===== src/rtl/local_injection_arbiter.sv =====
// Round-robin, packet-atomic arbiter sharing one router local injection port among
// NUM_REQ on-tile sources; registered flit output honours the router's full backpressure.
module local_injection_arbiter #(
  parameter int unsigned NUM_REQ     = 4,
  parameter int unsigned FLIT_W      = 17,
  parameter int unsigned MAX_PKT_LEN = 16
) (
  input  logic                        clk,
  input  logic                        rst,
  input  logic [NUM_REQ-1:0]          req_valid_i,
  input  logic [NUM_REQ-1:0]          req_last_i,
  input  logic [NUM_REQ*FLIT_W-1:0]   req_data_i,
  output logic [NUM_REQ-1:0]          req_ready_o,
  input  logic                        local_full_i,
  output logic [FLIT_W-1:0]           inj_data_o,
  output logic [$clog2(NUM_REQ)-1:0]  grant_o,
  output logic                        busy_o,
  output logic                        len_err_o
);

  localparam int unsigned GW = $clog2(NUM_REQ);
  localparam int unsigned CW = $clog2(MAX_PKT_LEN + 1);

  typedef enum logic {IDLE, SEND} state_t;

  state_t              r_state, w_state_nx;
  logic [GW-1:0]       r_grant, w_grant_nx;
  logic [GW-1:0]       r_rr_ptr, w_rr_ptr_nx;
  logic [CW-1:0]       r_count, w_count_nx;
  logic [FLIT_W-1:0]   r_inj, w_inj_nx;
  logic                r_len_err, w_len_err_nx;
  logic [NUM_REQ-1:0]  w_ready;
  logic [GW-1:0]       w_sel;
  logic                w_any;
  logic                w_out_free;

  // The held flit may be replaced unless it is valid and the router is full.
  assign w_out_free = !r_inj[FLIT_W-1] || !local_full_i;

  // First requesting source after rr_ptr, wrapping.
  always_comb begin
    int unsigned v_idx;
    logic [GW-1:0] v_pos;
    v_idx = 0;
    v_pos = '0;
    w_sel = '0;
    w_any = 1'b0;
    for (int unsigned k = 1; k <= NUM_REQ; k++) begin
      v_idx = (32'(r_rr_ptr) + k) % NUM_REQ;
      v_pos = GW'(v_idx);
      if (!w_any && req_valid_i[v_pos]) begin
        w_any = 1'b1;
        w_sel = v_pos;
      end
    end
  end

  // Next-state and datapath control.
  always_comb begin
    w_state_nx   = r_state;
    w_grant_nx   = r_grant;
    w_rr_ptr_nx  = r_rr_ptr;
    w_count_nx   = r_count;
    w_inj_nx     = r_inj;
    w_len_err_nx = 1'b0;
    w_ready      = '0;
    case (r_state)
      IDLE: begin
        if (w_out_free) w_inj_nx = '0;
        if (w_any) begin
          w_grant_nx = w_sel;
          w_state_nx = SEND;
        end
      end
      SEND: begin
        w_ready[r_grant] = req_valid_i[r_grant] && w_out_free;
        if (w_ready[r_grant]) begin
          w_inj_nx             = req_data_i[32'(r_grant)*FLIT_W +: FLIT_W];
          w_inj_nx[FLIT_W-1]   = 1'b1;
          // A packet reaching the length limit is closed as if the flit were its tail.
          if (req_last_i[r_grant] || (r_count == CW'(MAX_PKT_LEN - 1))) begin
            w_len_err_nx = !req_last_i[r_grant];
            w_rr_ptr_nx  = r_grant;
            w_count_nx   = '0;
            w_state_nx   = IDLE;
          end else begin
            w_count_nx = r_count + CW'(1);
          end
        end else if (w_out_free) begin
          w_inj_nx = '0;
        end
      end
      default: w_state_nx = IDLE;
    endcase
  end

  always_ff @(posedge clk or posedge rst) begin
    if (rst) begin
      r_state   <= IDLE;
      r_grant   <= '0;
      r_rr_ptr  <= GW'(NUM_REQ - 1);
      r_count   <= '0;
      r_inj     <= '0;
      r_len_err <= 1'b0;
    end else begin
      r_state   <= w_state_nx;
      r_grant   <= w_grant_nx;
      r_rr_ptr  <= w_rr_ptr_nx;
      r_count   <= w_count_nx;
      r_inj     <= w_inj_nx;
      r_len_err <= w_len_err_nx;
    end
  end

  assign req_ready_o = w_ready;
  assign inj_data_o  = r_inj;
  assign grant_o     = r_grant;
  assign busy_o      = (r_state == SEND);
  assign len_err_o   = r_len_err;

endmodule

===== config.mk =====
export PLATFORM = sky130hd
export DESIGN_NAME = local_injection_arbiter
export DESIGN_NICKNAME = d
export VERILOG_FILES = /design/src/rtl/local_injection_arbiter.sv
export SDC_FILE = /design/constraint.sdc
export NUM_CORES = 1
export LEC_CHECK = 0
export ABC_AREA = 1
export CAP_MARGIN = 20
export CELL_PAD_IN_SITES_DETAIL_PLACEMENT = 0
export CELL_PAD_IN_SITES_GLOBAL_PLACEMENT = 1
export CORE_MARGIN = 3
export CORE_UTILIZATION = 28
export DETAILED_ROUTE_END_ITERATION = 10
export PLACE_DENSITY_LB_ADDON = 0.05
export SLEW_MARGIN = 20
export SYNTH_ARGS = -nofsm -noshare
export SYNTH_HDL_FRONTEND = slang
export SYNTH_SLANG_ARGS = --single-unit

===== constraint.sdc =====
create_clock -name clk -period 3.4 [get_ports clk]
set_input_delay 0.51 -clock clk [delete_from_list [all_inputs] [get_ports clk]]
set_output_delay 0.51 -clock clk [all_outputs]
set_load 0.01 [all_outputs]

# After elaboration in Yosys (flattened, before gate mapping)
# Cells that the tools add are included.
# word_totals
register_bits,28
in_bits,79
output_inout_bits,25
wordCells,74
# op_classes
add_sub_neg,5
n_mul,1
n_lt_le_gt_ge,6
eq_ne,1
shifts,1
mux,36
n_bitwise,2
reduce_logical,16
# op_table
cell,count
$shiftx A68 B8 Y16,1
$mux W17,2
$pmux W17 S2,1
$mux W1,18
$lt A2 B3 Y1 const B,5
$bmux W1 S2,7
$mux W2,4
$mul A2 B5 Y7 const B,1
$logic_not A1 Y1,6
$add A5 B1 Y5 const B,1
$eq A5 B4 Y1 const B,1
$logic_and A1 B1 Y1,5
$mux W5,1
$add A2 B1 Y2 const B,2
$add A2 B2 Y2 const B,2
$and A4 B4 Y4,1
$mux W4,1
$reduce_and A2 Y1,2
$reduce_and A3 Y1,1
$demux W1 S2,1
$ge A2 B1 Y1 const B,1
$logic_or A1 B1 Y1,2
$pmux W1 S2,1
$not A1 Y1,1

# Longest topological paths before layout
# depth
ltp_word,15
mapped_depth,12
ltp_nobuf,11

# Worst setup path after synthesis
# OpenSTA, ideal clock, no wires.
# synth_timing
path_kind,reg2out
start,"register r_grant[0], in the netlist grant_o[0]"
end,output req_ready_o[0]
arrival_time_ns,1.384
required_time_ns,2.890
path_slack_ns,1.506
stages_incl_launch_ff,8
n_path_buf,2
cell_sequence,dfrtp_1 -> buf_2 -> nor2_4 -> a22oi_2 -> nand2_1 -> nand2_2 -> buf_4 -> nor2_1
# synth_via
elab_chain_cells,6
elab_cells_between_ends,10
classes_between,order compare (2); mux (5); bitwise (1); reduce/logical (2)
# synth_rtl
item,line,source
"start, declared",27,"logic [GW-1:0] r_grant, w_grant_nx;"
"start signal, assigned",107,r_grant <= w_grant_nx;
$lt A2 B3 Y1 (implied by the code) / $ge A2 B1 Y1 (equally long branches),76,w_ready[r_grant] = req_valid_i[r_grant] && w_out_free;
$logic_and A1 B1 Y1,76,
$mux W1 (implied by the code),76,
$demux W1 S2,76,
$and A4 B4 Y4 (no line) (*),-,
$mux W4 (*),67,case (r_state)
"end, declared",13,"output logic [NUM_REQ-1:0] req_ready_o,"
# Mark *: on every way between the ends. The rest lies on a longest branch, timed or not. The select of a mux whose other input is x is not followed.

# Final worst setup path
# layout_timing
start,"register r_grant[1], in the netlist grant_o[1]"
end,output req_ready_o[2]
# The elaborated chain is that of the path after synthesis.

==> results.toml <==
[yosys]
synth_top_area_share = 0.347
ys_top_cells_by_area = "dfrtp_1 (35%), nand2_1 (23%), nand3_1 (8.5%)"
synth_common_cells = "nand2_1 (114), nand3_1 (32), dfrtp_1 (26), a22oi_1 (21), inv_1 (18)"
synth_fp_nets = 356
synth-async-reset-ratio = 1.00
ys_seq_elements = 28
syn-cell-area_sq_um = 1870
dominantRegCellSynth = "dfrtp_1"
synth_cell_type_count = 27
synth_edf_count = 0
yosys.area.top_type = "dfrtp_1"
synth_most_common_cell = "nand2_1"
yosys_warnings = 0
synth_seq_area_share = 0.375
synth_cells = 275
syn_area_per_cell_sq_um = 6.82

[timing]
setup_viol = 0
slew_violations = 0
tightest_slew_ps = 535
setup_tns_ps = 0
setup_slack_ps = 449
fin_skew_ps = 5.70
whs_ps = 519
rsz0062_at_grt = "false"
relSlewSlack = 0.642
hold_violations = 0
post-route-period-util = 0.868
max_freq_mhz = 339
min_period_ps = 2950

[clock_network]
cts.clk_slew.worst_paths_ps = 100
cts_resized = 0
clkSinkCount = 28
clockBufferDepth = 2
cts_root_buffer = "clkbuf_8"
clock_latency_ps = 280
cts_hold_buf = 0
cts-buffers-inserted = 3
cts.htree.levels = 1
cts_tree = "yes"
postCtsSetupBuffers = 0

[placement]
io_buffers = 99
hpwl_mm = 4.95
place_ws_ps = 697
place_congestion = 0.781

[setup_path]
critPathMaxFanout = 17
cp-start-kind = "flip-flop"
crit_required_ps = 2890
worstPathArrival_ps = 2440
endpoint_kind = "output port"
critPathKind = "reg2out"

[routing]
drt_iter0_drc = 32
drc_errors = 0
vias_per_cell = 4.73
wl_per_cell_um = 14.0
vias = 2122
routed_wl_mm = 6.27
postRouteAntennaNets = 0
firstDrtPassIters = 4

[pwr]
power_density_nw_per_um2 = 754
p_leak_nw = 1.41
irDropWorstVdd_mv = 0.323

[outcome]
status = "completed"

[grt]
grt-ovfl-total = 0
track_usage = 0.166
grt_antenna_before_repair = 0
grt_pass1_vias = 2024
grt_pass1_wl_mm = 10.1
grt_max_degree = 29

[die]
fp-row-count = 29
die_y_um = 87.8
core_sq_um = 6420
pin_count = 104
die-area_sq_um = 7710
die_x_um = 87.8
start_util = 0.292

[worst_hold_path]
hold_class = "reg2reg"

[cells_and_area]
drive_gt1_frac = 0.0699
syn2layout_area_growth_pct = 61.1
num-nets-final = 454
fillers = 689
n_antenna_cell = 0
regArea_sq_um = 703
multiInputGateArea_sq_um = 1020

[flow_run]
max-cap-violations = 0
power breakdown:
part           total, mW  switching [mW]  internal, mW  leakage [nW]
clock network      0.270           0.112         0.158        0.0357
registers          0.606           0.121         0.485         0.362
logic               1.40           0.779         0.620          1.02
total               2.28            1.01          1.26          1.41
cells by family (layout without fill, tap and decap cells):
logic type      Yosys count  count (layout)  synth area share
flops                    28              28             0.375
fa+ha+maj                 2               2            0.0133
simple gates            167             167             0.373
buf+inv                  36             133            0.0808
compound gates           40              40             0.148
xor+xnor                  2               2           0.00935
state kept, by name (all words and copies together) (netlist names):
name / count
inj_data_o: 17
r_count: 5
grant_o: 2
r_rr_ptr: 2
busy_o: 1
len_err_o: 1
worst paths after layout:
path,depth (start not counted),endpoint,slack [ps],start
max in group asynchronous,3,r_rr_ptr[0],2520,rst
min in group asynchronous,3,inj_data_o[12],580,rst
hold / removal,2,inj_data_o[11],520,inj_data_o[11]
hold reg to reg,2,inj_data_o[11],520,inj_data_o[11]
setup / recovery,7,req_ready_o[2],450,grant_o[1]
setup reg to reg,7,r_count[4],1290,grant_o[1]
critical path, stage by stage (launching register included):
cell and delay (ps):
dfrtp_1 540, nand2_1 130, inv_2 280, a22oi_1 180, nand2_1 110, nand2_2 190, nor2_1 170, clkdlybuf4s50_1 560
metrics by stage:
step	utilization	instances	area [sq um]	power, mW
finish	0.470	449	3020	2.28
global route	0.470	449	3020	2.51
CTS	0.470	449	3020	2.31
detailed placement	0.459	445	2950	2.03
global placement	0.459	445	2950	2.03
floorplan	-	275	1870	1.44
final cells by class:
type	count	share of cell area
clock buffers	3	0.0137
clock inverters	1	0.00994
inverters	23	0.0286
multi-input cells	211	0.338
flip-flops and latches	28	0.233
well taps	77	0.0319
repair buffers	106	0.345
per-layer routing:
layer	global-route usage	share of wire	up-vias	wire, um
met3	0.0499	0.072	4	449
li1	-	-	1096	-
met4	0.0209	0.0037	0	23
met2	0.277	0.49	57	3080
met5	0	0	-	0
met1	0.217	0.43	965	2710
cells in the final DEF, fill, tap and decap left out, types with 2 or more instances in the layout:
master and n:
nand2_1 114, clkdlybuf4s50_1 99, nand3_1 32, dfrtp_1 26, a22oi_1 21, inv_1 18
nor2_1 14, o21ai_1 8, buf_4 7, inv_2 5, a21oi_1 5, clkbuf_8 3
nor2_4 2, nand2_2 2, ha_1 2, dfstp_2 2
Note: power is estimated with default switching activity, not from simulation.
